**src/rtl/cgra_exec_ctrl_if.sv**
```systemverilog
// Bundles the run handshake, the instruction-fetch bus and the status flags
// exchanged between the BRAM-side control logic and the execution sequencer.
interface cgra_exec_ctrl_if #(
  parameter int IADDR_WIDTH = 8,
  parameter int ITER_WIDTH  = 16
);
  logic                   Computation_Start;
  logic [IADDR_WIDTH:0]   Inst_Len;
  logic [ITER_WIDTH-1:0]  Iter_Num;
  logic                   Stall;
  logic [IADDR_WIDTH-1:0] Inst_Addr;
  logic                   Inst_Rd_En;
  logic                   Inst_Valid;
  logic [ITER_WIDTH-1:0]  Iter_Cnt;
  logic                   PE_Array_Busy;
  logic                   Computation_Done;

  // Software / BRAM-control side: requests runs and observes progress.
  modport master (
    output Computation_Start, Inst_Len, Iter_Num, Stall,
    input  Inst_Addr, Inst_Rd_En, Inst_Valid, Iter_Cnt, PE_Array_Busy, Computation_Done
  );

  // Sequencer side.
  modport slave (
    input  Computation_Start, Inst_Len, Iter_Num, Stall,
    output Inst_Addr, Inst_Rd_En, Inst_Valid, Iter_Cnt, PE_Array_Busy, Computation_Done
  );
endinterface

```
**src/rtl/cgra_exec_ctrl.sv**
```systemverilog
// Execution sequencer for the torus PE array. Turns the level Start/Done
// handshake into a timed run: Inst_Len fetches per iteration for Iter_Num
// iterations, a fixed pipeline drain, then a Done flag held until Start drops.
module cgra_exec_ctrl #(
  parameter int IADDR_WIDTH  = 8,
  parameter int ITER_WIDTH   = 16,
  parameter int DRAIN_CYCLES = 4
) (
  input logic             Clk,
  input logic             Resetn,
  cgra_exec_ctrl_if.slave bus
);

  localparam logic [1:0] S_IDLE  = 2'd0;
  localparam logic [1:0] S_RUN   = 2'd1;
  localparam logic [1:0] S_DRAIN = 2'd2;
  localparam logic [1:0] S_DONE  = 2'd3;

  localparam int LEN_WIDTH = IADDR_WIDTH + 1;
  // Largest meaningful length: one full sweep of the instruction memory.
  localparam logic [LEN_WIDTH-1:0] LEN_MAX = {1'b1, {IADDR_WIDTH{1'b0}}};

  localparam int DCW = (DRAIN_CYCLES > 1) ? $clog2(DRAIN_CYCLES) : 1;
  localparam logic [DCW-1:0] DRAIN_LOAD = DCW'(DRAIN_CYCLES - 1);

  logic [1:0]             state_reg;
  logic [1:0]             state_next;
  logic [IADDR_WIDTH-1:0] addr_reg;
  logic [IADDR_WIDTH-1:0] last_addr_reg;
  logic [IADDR_WIDTH-1:0] launch_last_addr;
  logic [ITER_WIDTH-1:0]  iter_reg;
  logic [ITER_WIDTH-1:0]  last_iter_reg;
  logic [DCW-1:0]         drain_cnt_reg;
  logic                   valid_reg;
  logic                   busy_reg;
  logic                   done_reg;
  logic                   zero_work;
  logic                   launch;
  logic                   rd_en;
  logic                   addr_at_end;
  logic                   last_fetch;

  // Launch qualification and fetch decode for the current cycle.
  always_comb begin
    zero_work   = (bus.Inst_Len == '0) || (bus.Iter_Num == '0);
    launch      = (state_reg == S_IDLE) && bus.Computation_Start && !zero_work;
    // Lengths at or beyond a full memory sweep all end on the top address.
    launch_last_addr = (bus.Inst_Len >= LEN_MAX) ? '1
                     : bus.Inst_Len[IADDR_WIDTH-1:0] - IADDR_WIDTH'(1);
    rd_en       = (state_reg == S_RUN) && !bus.Stall;
    addr_at_end = (addr_reg == last_addr_reg);
    last_fetch  = rd_en && addr_at_end && (iter_reg == last_iter_reg);
  end

  // Sequencer state transitions.
  always_comb begin
    state_next = state_reg;
    case (state_reg)
      S_IDLE: begin
        if (bus.Computation_Start) begin
          state_next = zero_work ? S_DONE : S_RUN;
        end
      end
      S_RUN: begin
        if (last_fetch) begin
          state_next = S_DRAIN;
        end
      end
      S_DRAIN: begin
        if (drain_cnt_reg == '0) begin
          state_next = S_DONE;
        end
      end
      default: begin
        // Done is held until software lowers Start, which also re-arms launch.
        if (!bus.Computation_Start) begin
          state_next = S_IDLE;
        end
      end
    endcase
  end

  // State register and registered status flags, derived from the next state.
  always_ff @(posedge Clk or negedge Resetn) begin
    if (!Resetn) begin
      state_reg <= S_IDLE;
      busy_reg  <= 1'b0;
      done_reg  <= 1'b0;
      valid_reg <= 1'b0;
    end else begin
      state_reg <= state_next;
      busy_reg  <= (state_next == S_RUN) || (state_next == S_DRAIN);
      done_reg  <= (state_next == S_DONE);
      valid_reg <= rd_en;
    end
  end

  // Address / iteration stepping; bounds are captured once at launch.
  always_ff @(posedge Clk or negedge Resetn) begin
    if (!Resetn) begin
      addr_reg      <= '0;
      iter_reg      <= '0;
      last_addr_reg <= '0;
      last_iter_reg <= '0;
    end else if (launch) begin
      addr_reg      <= '0;
      iter_reg      <= '0;
      last_addr_reg <= launch_last_addr;
      last_iter_reg <= bus.Iter_Num - ITER_WIDTH'(1);
    end else if (rd_en && !last_fetch) begin
      if (addr_at_end) begin
        addr_reg <= '0;
        iter_reg <= iter_reg + ITER_WIDTH'(1);
      end else begin
        addr_reg <= addr_reg + IADDR_WIDTH'(1);
      end
    end
  end

  // Drain down-counter: loaded on the last fetch, free-running through Stall.
  always_ff @(posedge Clk or negedge Resetn) begin
    if (!Resetn) begin
      drain_cnt_reg <= '0;
    end else if (last_fetch) begin
      drain_cnt_reg <= DRAIN_LOAD;
    end else if ((state_reg == S_DRAIN) && (drain_cnt_reg != '0)) begin
      drain_cnt_reg <= drain_cnt_reg - DCW'(1);
    end
  end

  assign bus.Inst_Addr        = addr_reg;
  assign bus.Inst_Rd_En       = rd_en;
  assign bus.Inst_Valid       = valid_reg;
  assign bus.Iter_Cnt         = iter_reg;
  assign bus.PE_Array_Busy    = busy_reg;
  assign bus.Computation_Done = done_reg;

endmodule

```
**src/flat_wrapper.sv**
```systemverilog
// flat-port wrapper written by rule: the top's interface ports become plain ports
module cgra_exec_ctrl_flat 
#(
  parameter int IADDR_WIDTH  = 8,
  parameter int ITER_WIDTH   = 16,
  parameter int DRAIN_CYCLES = 4
)
  (Clk, Resetn, bus_Computation_Start, bus_Inst_Len, bus_Iter_Num, bus_Stall, bus_Inst_Addr, bus_Inst_Rd_En, bus_Inst_Valid, bus_Iter_Cnt, bus_PE_Array_Busy, bus_Computation_Done);
  cgra_exec_ctrl_if #(.IADDR_WIDTH(IADDR_WIDTH), .ITER_WIDTH(ITER_WIDTH)) bus_i ();
  input logic Clk;
  input logic Resetn;
  input wire logic [$bits(bus_i.Computation_Start)-1:0] bus_Computation_Start;
  input wire logic [$bits(bus_i.Inst_Len)-1:0] bus_Inst_Len;
  input wire logic [$bits(bus_i.Iter_Num)-1:0] bus_Iter_Num;
  input wire logic [$bits(bus_i.Stall)-1:0] bus_Stall;
  output wire logic [$bits(bus_i.Inst_Addr)-1:0] bus_Inst_Addr;
  output wire logic [$bits(bus_i.Inst_Rd_En)-1:0] bus_Inst_Rd_En;
  output wire logic [$bits(bus_i.Inst_Valid)-1:0] bus_Inst_Valid;
  output wire logic [$bits(bus_i.Iter_Cnt)-1:0] bus_Iter_Cnt;
  output wire logic [$bits(bus_i.PE_Array_Busy)-1:0] bus_PE_Array_Busy;
  output wire logic [$bits(bus_i.Computation_Done)-1:0] bus_Computation_Done;
  assign bus_i.Computation_Start = bus_Computation_Start;
  assign bus_i.Inst_Len = bus_Inst_Len;
  assign bus_i.Iter_Num = bus_Iter_Num;
  assign bus_i.Stall = bus_Stall;
  assign bus_Inst_Addr = bus_i.Inst_Addr;
  assign bus_Inst_Rd_En = bus_i.Inst_Rd_En;
  assign bus_Inst_Valid = bus_i.Inst_Valid;
  assign bus_Iter_Cnt = bus_i.Iter_Cnt;
  assign bus_PE_Array_Busy = bus_i.PE_Array_Busy;
  assign bus_Computation_Done = bus_i.Computation_Done;
  cgra_exec_ctrl #(.IADDR_WIDTH(IADDR_WIDTH), .ITER_WIDTH(ITER_WIDTH), .DRAIN_CYCLES(DRAIN_CYCLES)) u_core (.Clk(Clk), .Resetn(Resetn), .bus(bus_i));
endmodule
```
**config.mk**
```make
export PLATFORM = sky130hd
export DESIGN_NAME = cgra_exec_ctrl_flat
export DESIGN_NICKNAME = d
export VERILOG_FILES = /design/src/rtl/cgra_exec_ctrl_if.sv /design/src/rtl/cgra_exec_ctrl.sv /design/src/flat_wrapper.sv
export SDC_FILE = /design/constraint.sdc
export NUM_CORES = 1
export LEC_CHECK = 0
export ABC_AREA = 1
export CORE_ASPECT_RATIO = 2
export CORE_MARGIN = 2
export CORE_UTILIZATION = 35
export DETAILED_ROUTE_END_ITERATION = 8
export MAX_ROUTING_LAYER = met4
export PLACE_DENSITY = 0.55
export SYNTH_ARGS = -nofsm -noshare
export SYNTH_HDL_FRONTEND = slang
export SYNTH_SLANG_ARGS = --single-unit
export TNS_END_PERCENT = 1
```
**constraint.sdc**
```tcl
create_clock -name Clk -period 2.65 [get_ports Clk]
set_input_delay 0.265 -clock Clk [delete_from_list [all_inputs] [get_ports Clk]]
set_output_delay 0.265 -clock Clk [all_outputs]
set_load 0.05 [all_outputs]
```
==> Word level (Yosys, flattened, before mapping) <==
Cells that the tools add are included.
{ "word_totals": {"register_bits": 55, "in_bits": 29, "output_inout_bits": 28, "word_cells": 58} }
{ "op_classes": {"n_addsub": 5, "magnitude_cmp": 1, "eq_ne": 7, "muxes": 15, "reduce_logical": 21} }
{ "op_table": {"columns": ["cell", "n"], "rows": [
  ["$mux 16", 3],
  ["$mux 8", 4],
  ["$add 16x1->16 const B", 1],
  ["$eq 16x16->1", 1],
  ["$logic_not 16->1", 1],
  ["$sub 16x1->16 const B", 1],
  ["$mux 2", 7],
  ["$ge 9x9->1 const B", 1],
  ["$logic_not 9->1", 1],
  ["$add 8x1->8 const B", 1],
  ["$eq 8x8->1", 1],
  ["$reduce_bool 2->1", 4],
  ["$sub 8x1->8 const B", 1],
  ["$logic_and 1x1->1", 7],
  ["$eq 2x2->1 const B", 3],
  ["$pmux 2 s3", 1],
  ["$eq 2x1->1 const B", 2],
  ["$logic_not 2->1", 2],
  ["$logic_not 1->1", 3],
  ["$logic_or 1x1->1", 2],
  ["$reduce_and 2->1", 1],
  ["$sub 2x1->2 const B", 1]
]} }

==> Depth between registers and ports, before layout <==
Gate-level depths: netlist (run 1).
{ "logic_depth": {"depth_word": 8, "mapped_depth": 14, "depth_no_buf": 13} }

==> Worst setup path before layout (run 1) <==
Ideal clock, no wire load.
{ "synth_timing": {"path_kind": "flip-flop to flip-flop", "startpoint": "register u_core.iter_reg[2] (netlist: u_core.bus.Iter_Cnt[2])", "endpoint": "register u_core.busy_reg (netlist: u_core.bus.PE_Array_Busy)", "setup_time_ps": 126, "arrival_time_ps": 1846, "required_ps": 2524, "slack_ps": 678, "stages_incl_launch_ff": 12, "n_path_buf": 1, "synth_period_minus_slack_ps": 1972, "path_cell_list": "dfrtp_1 buf_2 inv_1 nand2_1 nand2_1 nor2_1 nand3_1 nor2_1 nand2_2 nand3_1 nand4_1 ha_1"} }
{ "synth_between": {"elab_chain_len": 6, "elab_cells_between_ends": 7, "cone_classes": "3 x eq/ne; 2 x mux; 2 x reduce/logical"} }
{ "synth_lines": {"columns": ["item", "line", "source"], "rows": [
  ["start, declared", "cgra_exec_ctrl.sv:31", "logic [ITER_WIDTH-1:0] iter_reg;"],
  ["start signal, assigned", "cgra_exec_ctrl.sv:113", "iter_reg <= iter_reg + ITER_WIDTH'(1);"],
  ["$eq 16x16->1 *", "cgra_exec_ctrl.sv:52", "last_fetch = rd_en && addr_at_end && (iter_reg == last_iter_reg);"],
  ["$logic_and 1x1->1 *", "cgra_exec_ctrl.sv:52", null],
  ["$mux 2 *", "cgra_exec_ctrl.sv:65", "if (last_fetch) begin"],
  ["$pmux 2 s3 *", "cgra_exec_ctrl.sv:58", "case (state_reg)"],
  ["via u_core.state_next[0]", "cgra_exec_ctrl.sv:27", "logic [1:0] state_next;"],
  ["$eq 2x1->1 / $eq 2x2->1 (equally long branches)", "cgra_exec_ctrl.sv:92", "busy_reg <= (state_next == S_RUN) || (state_next == S_DRAIN);"],
  ["$logic_or 1x1->1 *", "cgra_exec_ctrl.sv:92", null],
  ["end signal, assigned", "cgra_exec_ctrl.sv:92", null],
  ["end, declared", "cgra_exec_ctrl.sv:35", "logic busy_reg;"]
]} }
The timed path passes the listed nets; every way through them passes the cells marked *.
A chain may end at the register's enable or synchronous reset.

==> Final worst setup path (run 1) <==
{ "layout_timing": {"startpoint": "register u_core.state_reg[1]", "endpoint": "output bus_Inst_Rd_En"} }
{ "layout_between": {"elab_chain_len": 2} }
{ "layout_lines": {"columns": ["item", "line", "source"], "rows": [
  ["start, declared", "cgra_exec_ctrl.sv:26", "logic [1:0] state_reg;"],
  ["start signal, assigned", "cgra_exec_ctrl.sv:91", "state_reg <= state_next;"],
  ["$eq 2x1->1", "cgra_exec_ctrl.sv:50", "rd_en = (state_reg == S_RUN) && !bus.Stall;"],
  ["$logic_and 1x1->1", "cgra_exec_ctrl.sv:50", null],
  ["end, declared", "flat_wrapper.sv:17", "output wire logic [$bits(bus_i.Inst_Rd_En)-1:0] bus_Inst_Rd_En;"]
]} }
Every way passes these cells.

==> results of run 1 <==
worst max-delay path: stages, from the launching register on:
cell and delay, ns:
dfrtp_1 0.42, inv_1 0.10, nand3_1 0.11, inv_1 0.15, clkdlybuf4s50_1 0.83
cell usage after synthesis, drive strengths merged:
| cell | instances |
|---|---|
| a21boi | 3 |
| a21oi | 3 |
| a31oi | 2 |
| or2 | 1 |
| xnor2 | 11 |
| clkbuf | 1 |
| o211ai | 1 |
| nand2 | 193 |
| dfrtp | 55 |
| buf | 14 |
| a22oi | 5 |
| nand3 | 47 |
| a311oi | 1 |
| nor3 | 9 |
| ha | 8 |
| inv | 83 |
| o21ai | 30 |
| nor3b | 1 |
| nor4 | 2 |
| xor2 | 21 |
| nand4 | 10 |
| nor2 | 67 |
worst min-delay path by stage:
stage	from	endpoint	slack [ns]	cells past startpoint
3_3_place_gp	Resetn	u_core.bus.Iter_Cnt[3]	0.21	1
2_1_floorplan	Resetn	u_core.bus.Computation_Done	-0.03	0
5_1_grt	Resetn	u_core.bus.Iter_Cnt[1]	0.45	2
6_report	Resetn	u_core.bus.Iter_Cnt[3]	0.41	2
4_1_cts	Resetn	u_core.bus.Iter_Cnt[3]	0.44	2
3_5_place_dp	Resetn	u_core.bus.Iter_Cnt[3]	0.22	1
through the flow:
step           utilization, %  power, W  hold slack [ns]  instances
2_1_floorplan               -   0.00153          -0.0306        568
3_3_place_gp             41.9   0.00180            0.214        758
3_5_place_dp             41.9   0.00181            0.219        758
4_1_cts                  43.3   0.00249            0.436        767
5_1_grt                  43.3   0.00260            0.447        767
6_report                 43.3   0.00247            0.410        767
area by class of cell:
cell class                      count  area, um^2  area share, %
Sequential cell                    55        1380           29.4
Clock inverter                      2        12.5          0.267
Clock buffer                        6         129           2.75
Timing Repair Buffer               66         633           13.5
Inverter                           83         312           6.66
Multi-Input combinational cell    415        2040           43.7
Tap cell                          140         175           3.74
layer usage:
| layer | part of all wire [%] | track usage, % | vias up |
|---|---|---|---|
| met5 | 0 | - | - |
| met4 | 8.1 | 15.3 | 0 |
| met3 | 1.7 | 1.96 | 52 |
| met2 | 56 | 34.6 | 79 |
| met1 | 35 | 17.2 | 1678 |
| li1 | - | - | 1878 |
cell usage in the layout, fill, tap and decap left out, drive strengths merged, types with 11 or more instances in the layout:
| cell type | n |
|---|---|
| o21ai | 30 |
| nor2 | 67 |
| nand2 | 193 |
| xnor2 | 11 |
| nand3 | 47 |
| dfrtp | 55 |
| inv | 83 |
| xor2 | 21 |
| clkdlybuf4s50 | 55 |
cells by family after synthesis:
logic type	Yosys count
DFF	55
and+or+nand+nor	330
buffers and inverters	98
AOI/OAI and AO/OA	45
xor gates and xnor gates	32
adders and majority gates	8
power groups by stage:
stage / clock [W] / sequential (W) / combinational [W]
floorplan: 0 / 0.00118 / 0.000354
global placement: 0 / 0.00105 / 0.000750
detailed placement: 0 / 0.00105 / 0.000759
CTS: 0.000693 / 0.00104 / 0.000761
global route: 0.000723 / 0.00105 / 0.000830
finish: 0.000679 / 0.00103 / 0.000751
==> metrics.md, run 1 <==
| Metric | Value |
|---|---|
| Worst R2R Setup Slack | `about 0.70 ns` |
| Post-CTS Resized | `0` |
| LEAKAGE | `between 2 and 2.5 nW` |
| Grt total ovfl | `0` |
| Worst-path clk slew | `0.08 ns` |
| Final Critical Period | `2.17 ns` |
| Avg WL per Cell | `13.5 um` |
| Slew headroom | `54.4%` |
| Worst-Skew Late Latency | `0.30 ns` |
| Final net count | `663` |
| Post-route setup slack | `0.478 ns` |
| H-Tree Depth | `2` |
| Inserted Diodes | `0` |
| CP Capture Point | `bus_Inst_Rd_En` |
| Final slew viol count | `0` |
| Post-DP HPWL | `around 8300 um` |
| Largest family of logic cells by synthesized area | `simple AND/OR/NAND/NOR gates` |
| Int Pwr | `0.00155 W` |
| DIE AREA | `between 10,000 and 15,000 um^2` |
| Power per Cell Area | `527 nW/um^2` |
| Post-DRT Antenna Nets | `0` |
| Kind of critical path | `flop to output port` |
| Dpl ws | `0.310 ns` |
| Gpl congestion | `0.864` |
| Sequential share of power | `42.0%` |
| Arr. time, crit path | `around 1.9 ns` |
| Final setup viols | `0` |
| Critical Path Start Type | `flop` |
| Synthesized-area fraction occupied by adder cells | `2.62%` |
| Clock Skews | `0.00972 ns` |
| Die H | `152 um` |
| Switching Power | `0.000916 W` |
| DRT iter0 DRCs | `160` |
| Complex-gate fraction of the synthesized area | `7.33%` |
| Mapped Cells | `568` |
| First-pass GRT wire length | `17,200 um` |
| Total wire length | `10,300 um` |
| Clock power share | `27.6%` |
| Cts bufs inserted | `5` |
| Via count | `3,687` |
| CP startpoint | `u_core.state_reg[1]` |
| Design area | `4680 um^2` |
| Area share of the largest cell type after synthesis | `a little over a third` |
| CTS Root Buffer Type | `clkbuf_16` |
| Row count | `54` |
| Cell Area, Synth | `3830 um^2` |
| CP max FO | `5` |
| # fillers | `1,150` |
| Start of the worst register-to-register path | `u_core.bus.Inst_Addr[2]` |
| Maximum VDD drop | `0.359 mV` |
| Clock tree sinks | `55` |
| Drt via density | `4.81` |
| Initial antenna violation count | `0` |
| Synth area leaders | `dfrtp_1 36%, nand2_1 19%, inv_1 7.7%, nor2_1 6.4%, nand3_1 6.0%` |
| Switching share of power | `37.2%` |
| R2R cell count | `13` |
| Reg2reg end | `u_core.bus.Inst_Addr[4]` |
| Hold-fix buffers, CTS | `1` |
| Post-synthesis xor/xnor area fraction | `7.33%` |
| Fmax | `between 0.4 and 0.5 GHz` |
| Comb pwr share | `about 31%` |
| Synthesized flop and latch total | `55` |
| CTS tree | `built` |
| Core ar. | `10,800 um^2` |
| Largest area contributor in the netlist | `dfrtp_1` |
| DRC | `0` |
| Overall routing resource usage | `between 10% and 20%` |
| Longest Clk Path Bufs | `2` |
| Die Wd | `77.9 um` |
| Post-Synth Simple-Gate Area | `36.1%` |
| Initial core utilization | `35.4%` |
| Seq/Total Area, Yosys | `36.0%` |
| P&R area growth vs syn | `22.3%` |
| Area after DPL | `4530 um^2` |
| Largest net degree at the start of global routing | `40` |
| Mux contribution to synthesized area | `0%` |
| # port buffers | `56` |
| Synthesized area per cell | `approximately 6.7 um^2` |
| Library cells used by synthesis | `33` |
| Post-Syn Nets | `~600` |
| Share of layout cells above drive strength 1 | `about 5.4%` |
| Postcts setup bufs | `0` |
| Fin Setup TNS | `0 ns` |
| Hold Crit Class | `input pin to asynchronous set/reset pin` |
| Io pins | `57` |
| MaxCap Viol Count | `0` |
| Measured slew at the worst slew-check pin | `0.678 ns` |
| Required time worst endpoint | `~2.4 ns` |
| Fin. Hold Viols | `0` |
| Period utilisation layout | `between 80% and 90%` |
| Yosys Warn Count | `0` |
| Vias in the first global route | `3,754` |
| CP endpoint kind | `output port` |
| Status | `complete, no violations` |
| Drt first pass iters | `4` |
| Unrepaired setup endpoints after global routing | `no` |
No activity file was read; power rests on OpenSTA's default activity.
==> inputs of run 2 (changes only) <==
Settings changed: PLACE_DENSITY 0.55 to 0.57.
Clock period 2.65 ns to 1.9 ns, I/O delays scaled along.
==> run 2 against run 1 <==
Compared with the run above: non-clock buffer count is 60 higher; first-iteration DRC count is 21% higher; largest cell class unchanged; die area stayed put; total power is 46% higher; sequential share of layout area is 3.0 points lower; worst setup slack worse by 0.43 ns; combinational power is 68% higher; clock skew is 0.0011 ns higher; critical path depth is 2 lower; global-route usage is 0.59 points higher; clock power is 40% higher; largest power group unchanged; worst hold slack worse by 0.0036 ns.
==> metrics.md, run 2 (synthesis gave the netlist of run 1 again) <==
| Metric | Value |
|---|---|
| Status | `complete, no violations (unchanged)` |
| Gpl congestion | `0.921 (was 0.864)` |
| DIE AREA | `11,800 um^2 (unchanged)` |
| LEAKAGE | `2.68 nW (was 2.33 nW)` |
| Avg WL per Cell | `13.3 um (was 13.5 um)` |
| Measured slew at the worst slew-check pin | `0.537 ns (was 0.678 ns)` |
| Area occupied by multi-input gates | `2070 um^2 (was 2040 um^2)` |
| Via count | `3,889 (was 3,687)` |
| Slowest cell on crit path | `clkdlybuf4s50_1 (unchanged)` |
| Worst-Skew Late Latency | `0.30 ns (about the same)` |
| Total wire length | `11,000 um (was 10,300 um)` |
| Overall routing resource usage | `19.6% (was 19.0%)` |
| Most frequent cells in the layout | `187 x nand2_1, 76 x inv_1, 64 x buf_4 (was 189 x nand2_1, 78 x inv_1, 65 x nor2_1)` |
| DRT iter0 DRCs | `194 (was 160)` |
| Post-DP HPWL | `8790 um (was 8320 um)` |
| CTS Root Buffer Type | `clkbuf_16 (unchanged)` |
| Die H | `152 um (unchanged)` |
| Hold Crit Class | `input pin to asynchronous set/reset pin (unchanged)` |
| CP endpoint kind | `output port (unchanged)` |
| Arr. time, crit path | `1.66 ns (was 1.91 ns)` |
| Slew headroom | `64.2% (was 54.4%)` |
| Initial antenna violation count | `0 (unchanged)` |
| Final slew viol count | `0 (unchanged)` |
| CTS tree | `built (unchanged)` |
| Io pins | `57 (unchanged)` |
| Period utilisation layout | `97.3%` |
| Longest Clk Path Bufs | `2 (unchanged)` |
| P&R area growth vs syn | `37.7% (was 22.3%)` |
| Power per Cell Area | `683 nW/um^2 (was 527 nW/um^2)` |
| Cts bufs inserted | `5 (unchanged)` |
| Maximum VDD drop | `0.512 mV (was 0.359 mV)` |
| Drt via density | `4.70 (was 4.81)` |
| Post-DRT Antenna Nets | `0 (unchanged)` |
| MaxCap Viol Count | `0 (unchanged)` |
| DRC | `0 (unchanged)` |
| Initial core utilization | `35.4% (unchanged)` |
| Final net count | `723 (was 663)` |
| Share of layout cells above drive strength 1 | `17.2% (was 5.42%)` |
| Worst-path cell chain | `buf_4 -> clkdlybuf4s50_1 (was inv_1 -> nand3_1 -> inv_1 -> clkdlybuf4s50_1)` |
| H-Tree Depth | `2 (unchanged)` |
| Vias in the first global route | `3,905 (was 3,754)` |
| Fin Setup TNS | `0 ns (unchanged)` |
| Drt first pass iters | `4 (unchanged)` |
| CP max FO | `7 (was 5)` |
| Largest net degree at the start of global routing | `37 (was 40)` |
| Design area | `5270 um^2 (was 4680 um^2)` |
| CP peak stage delay | `0.79 ns (was 0.83 ns)` |
| # port buffers | `56 (unchanged)` |
| Inserted Diodes | `0 (unchanged)` |
| Most common cell after layout, fill and taps aside | `nand2_1 (unchanged)` |
| Critical Path Start Type | `flop (unchanged)` |
| Required time worst endpoint | `1.71 ns (was 2.38 ns)` |
| Worst-path clk slew | `0.07 ns (was 0.08 ns)` |
| First-pass GRT wire length | `17,900 um (was 17,200 um)` |
| Sequential standard cell area | `1390 um^2 (was 1380 um^2)` |
| Clock tree sinks | `55 (unchanged)` |
| Fin. Hold Viols | `0 (unchanged)` |
| Clock Skews | `0.0108 ns (was 0.00972 ns)` |
| Area after DPL | `5030 um^2 (was 4530 um^2)` |
| Row count | `54 (unchanged)` |
| # fillers | `1,119 (was 1,150)` |
| Grt total ovfl | `0 (unchanged)` |
| Post-layout total power | `0.00360 W (was 0.00247 W)` |
| Kind of critical path | `flop to output port (unchanged)` |
| Core ar. | `10,800 um^2 (unchanged)` |
| Die Wd | `77.9 um (unchanged)` |
| Final setup viols | `0 (unchanged)` |
| Final Critical Period | `1.85 ns` |
| Fmax | `0.541 GHz` |
## run 2: cell types whose count changed in the layout (fill, tap and decap cells not counted), moves of 3 or more
cell             change
buf_4               +55
dfrtp_1             -12
dfrtp_2             +12
buf_12               +8
clkdlybuf4s50_1      -4
nor2_1               -3
nor2_2               +3
## run 2: layout make-up
class | count | share of cell area, %
Tap cell | 140 | 3.32
Multi-Input combinational cell | 415 | 39.2
Sequential cell | 55 | 26.4
Clock buffer | 7 | 2.71
Timing Repair Buffer | 126 | 22.4
Inverter | 83 | 5.91
Clock inverter | 1 | 0.0950
## run 2: per-stage QoR
stage	instances	utilization (%)	hold slack, ns	setup WS, ns
final	827	48.8	0.406	0.0510
after floorplan	568	-	-0.106	-0.00679
after global placement	813	46.6	0.205	-0.157
after detailed placement	813	46.6	0.200	-0.208
after global routing	827	48.8	0.449	-0.0403
after CTS	822	48.1	0.421	0.00388
## run 2: worst paths after layout
path	from	end	slack, ns	cells past startpoint
worst min-delay path	Resetn	u_core.bus.Iter_Cnt[1]	0.41	2
worst max-delay path	u_core.bus.Iter_Cnt[2]	bus_Iter_Cnt[2]	0.05	2
worst min register to register	u_core.last_iter_reg[10]	u_core.last_iter_reg[10]	0.51	2
min in group Clk	bus_Inst_Len[0]	u_core.last_addr_reg[0]	0.48	2
max in group asynchronous	Resetn	u_core.bus.Iter_Cnt[9]	0.90	3
worst max register to register	u_core.bus.Iter_Cnt[0]	u_core.bus.Iter_Cnt[15]	0.11	11
## run 2: where the power goes
part,internal [W],switching [W]
logic,0.000533,0.000728
clock network,0.000525,0.000427
registers,0.00128,0.000110
total,0.00233,0.00126
## run 2: worst max-delay path, delay by kind of cell, from the launching register on
family | cells | cell delay, ns
buffers and inverters | 2 | 0.93
flip-flops | 1 | 0.43
## run 2: metal layers
metal,part of all wire (%),GRT usage [%],up-vias
met5,0,-,-
met1,35,18.1,1805
met3,1.8,1.54,21
met2,60,38.4,64
li1,-,-,1999
met4,3.4,10.2,0
## run 2: repair_timing
action,4_1_cts,5_1_grt
hold buffers,1,0
gates resized for setup,3,12
endpoints found under the hold margin,19,0
setup buffers,0,5
pin swaps,0,7
cloned,0,0
endpoints found under the setup margin,5,27
==> inputs of run 3 (changes only) <==
Settings changed: CORE_UTILIZATION 35 to 50, PLACE_DENSITY 0.57 to 0.77.
==> run 3 against run 2 <==
Compared with the run above: flip-flop and latch count is the same; cell count shrank 6.3%; register-to-register slack is essentially flat; combinational power shrank 5%; wire length shrank 18%; non-clock buffer count shrank 6; core utilization grew 20 points; total power grew 2.1%; sequential share of layout area grew 0.60 points; critical path type unchanged.
==> metrics.md, run 3 (synthesis gave the netlist of run 1 again) <==
| Metric | Value |
|---|---|
| Status | `complete, no violations (unchanged)` |
| Final net count | `717 (was 723)` |
| Design area | `5150 um^2 (was 5270 um^2)` |
| Longest Clk Path Bufs | `2 (unchanged)` |
| Post-DRT Antenna Nets | `0 (unchanged)` |
| Most frequent cells in the layout | `189 x nand2_1, 77 x inv_1, 60 x nor2_1, 60 x buf_4, 53 x clkdlybuf4s50_1 (was 187 x nand2_1, 76 x inv_1, 64 x buf_4)` |
| Crit path buffers/inverters | `2 (unchanged)` |
| Fmax | `0.542 GHz (was 0.541 GHz)` |
| Family with the most delay on the worst path | `buffers and inverters (unchanged)` |
| Measured slew at the worst slew-check pin | `0.523 ns (was 0.537 ns)` |
| # fillers | `637 (was 1,119)` |
| Fin Setup TNS | `0 ns (unchanged)` |
| LEAKAGE | `2.65 nW (was 2.68 nW)` |
| Post-layout total power | `0.00367 W (was 0.00360 W)` |
| Vias in the first global route | `3,542 (was 3,905)` |
| Grt total ovfl | `0 (unchanged)` |
| Drt first pass iters | `7 (was 4)` |
| Overall routing resource usage | `23.5% (was 19.6%)` |
| Die H | `128 um (was 152 um)` |
| DRC | `0 (unchanged)` |
| Arr. time, crit path | `1.65 ns (was 1.66 ns)` |
| CP startpoint | `u_core.bus.Iter_Cnt[13] (was u_core.bus.Iter_Cnt[2])` |
| DRT iter0 DRCs | `214 (was 194)` |
| Maximum VDD drop | `0.451 mV (was 0.512 mV)` |
| First-pass GRT wire length | `15,300 um (was 17,900 um)` |
| Placed insts | `761 (was 813)` |
| CTS Root Buffer Type | `clkbuf_16 (unchanged)` |
| Largest net degree at the start of global routing | `34 (was 37)` |
| Post-DP HPWL | `6980 um (was 8790 um)` |
| Worst-Skew Late Latency | `0.29 ns (was 0.30 ns)` |
| Slowest cell on crit path | `clkdlybuf4s50_1 (unchanged)` |
| R2R cell count | `9 (was 11)` |
| Worst-path cell chain | `buf_4 -> clkdlybuf4s50_1 (unchanged)` |
| GR Layer Usage met3 | `3.07% (was 1.54%)` |
| Slew headroom | `65.1% (was 64.2%)` |
| Met2 Resource Use GR | `39.5% (was 38.4%)` |
| P&R area growth vs syn | `34.5% (was 37.7%)` |
| Core ar. | `7490 um^2 (was 10,800 um^2)` |
| Final slew viol count | `0 (unchanged)` |
| Final setup viols | `0 (unchanged)` |
| Total wire length | `9040 um (was 11,000 um)` |
| CP peak stage delay | `0.79 ns (about the same)` |
| Clock tree sinks | `55 (unchanged)` |
| Unrepaired setup endpoints after global routing | `yes` |
| Final Critical Period | `1.84 ns (was 1.85 ns)` |
| CP Capture Point | `bus_Iter_Cnt[13] (was bus_Iter_Cnt[2])` |
| Row count | `45 (was 54)` |
| Via count | `3,786 (was 3,889)` |
| Initial core utilization | `51.1% (was 35.4%)` |
| CP endpoint kind | `output port (unchanged)` |
| CP max FO | `4 (was 7)` |
| Initial antenna violation count | `0 (unchanged)` |
| Finished Layout Cells | `775 (was 827)` |
| Start of the worst register-to-register path | `u_core.bus.Iter_Cnt[1] (was u_core.bus.Iter_Cnt[0])` |
| Worst-path clk slew | `0.07 ns (about the same)` |
| DIE AREA | `8410 um^2 (was 11,800 um^2)` |
| Avg WL per Cell | `11.7 um (was 13.3 um)` |
| Clock Skews | `0.00743 ns (was 0.0108 ns)` |
| Kind of critical path | `flop to output port (unchanged)` |
| Inserted Diodes | `0 (unchanged)` |
| Die Wd | `65.9 um (was 77.9 um)` |
| Area after DPL | `4900 um^2 (was 5030 um^2)` |
| Share of layout cells above drive strength 1 | `16.0% (was 17.2%)` |
| GR peak layer | `met2 (unchanged)` |
| Critical Path Start Type | `flop (unchanged)` |
| Hold Crit Class | `input pin to asynchronous set/reset pin (unchanged)` |
| Worst R2R Setup Slack | `0.10 ns (was 0.11 ns)` |
| Most common cell after layout, fill and taps aside | `nand2_1 (unchanged)` |
| CTS tree | `built (unchanged)` |
| Cts bufs inserted | `5 (unchanged)` |
| Io pins | `57 (unchanged)` |
| Reg2reg end | `u_core.bus.PE_Array_Busy (was u_core.bus.Iter_Cnt[15])` |
| Gpl congestion | `0.985 (was 0.921)` |
| Drt via density | `4.89 (was 4.70)` |
| Period utilisation layout | `97.0% (was 97.3%)` |
| Power per Cell Area | `714 nW/um^2 (was 683 nW/um^2)` |
| Fin. Hold Viols | `0 (unchanged)` |
| Critical path depth in cells | `2 (unchanged)` |
| MaxCap Viol Count | `0 (unchanged)` |
| Met1 Usage GRT | `28.1% (was 18.1%)` |
| Core Util, Final | `68.7% (was 48.8%)` |
| Required time worst endpoint | `1.71 ns (about the same)` |
| H-Tree Depth | `2 (unchanged)` |
| # port buffers | `56 (unchanged)` |
run 3: cell types whose count changed in the layout (fill, tap and decap cells not counted), moves of 2 or more:
cell             delta
buf_4               -4
nand2_1             +2
nor2_1              -2
buf_12              -4
clkdlybuf4s50_1     +2
nor2_2              +2
nand2_2             -2
run 3: routing by layer:
layer,part of all wire [%],routed length [um]
met1,43,3910
met4,2.3,210
met5,0,0
met2,51,4590
met3,3.6,329
run 3: through the flow:
| stage | worst slack [ns] | hold WS [ns] |
|---|---|---|
| floorplan | -0.00679 | -0.106 |
| global placement | -0.0872 | 0.194 |
| detailed placement | -0.153 | 0.197 |
| CTS | 0.0553 | 0.430 |
| global route | -0.0246 | 0.452 |
| finish | 0.0563 | 0.410 |
run 3: layout make-up:
type                       count  area [um^2]  area share, %
multi-input combinational    415         2070           40.1
sequential                    55         1390           27.0
timing repair buffer         120         1090           21.1
inverter                      83          312           6.05
clock buffer                   6          139           2.70
tap                           94          118           2.28
clock inverter                 2         35.0          0.681
run 3: worst min path at each step:
stage / cells after the start / from / to
6_report: 2 / Resetn / u_core.bus.Iter_Cnt[3]
4_1_cts: 2 / Resetn / u_core.last_iter_reg[12]
2_1_floorplan: 0 / Resetn / u_core.bus.Computation_Done
3_5_place_dp: 1 / Resetn / u_core.bus.Iter_Cnt[3]
5_1_grt: 2 / Resetn / u_core.last_iter_reg[12]
3_3_place_gp: 1 / Resetn / u_core.bus.Iter_Cnt[3]
run 3: worst reg2reg max path, delay by kind of cell, from the launching register on:
family | cells | cell delay (ns)
DFF | 1 | 0.45
adders and majority gates | 1 | 0.32
and+or+nand+nor | 8 | 0.92
run 3: power by group:
part           leakage [nW]  internal, W  switching (W)  total [W]
sequential            0.657      0.00128       0.000131    0.00141
combinational          1.90     0.000509       0.000693    0.00120
clock                0.0868     0.000656       0.000407    0.00106
total                  2.65      0.00244        0.00123    0.00367
run 3: timing repair:
item	in CTS	in global routing
setup endpoints to repair	0	12
buffers inserted	0	5
hold endpoints to repair	22	0
resized for setup	0	12
hold buffers	1	0
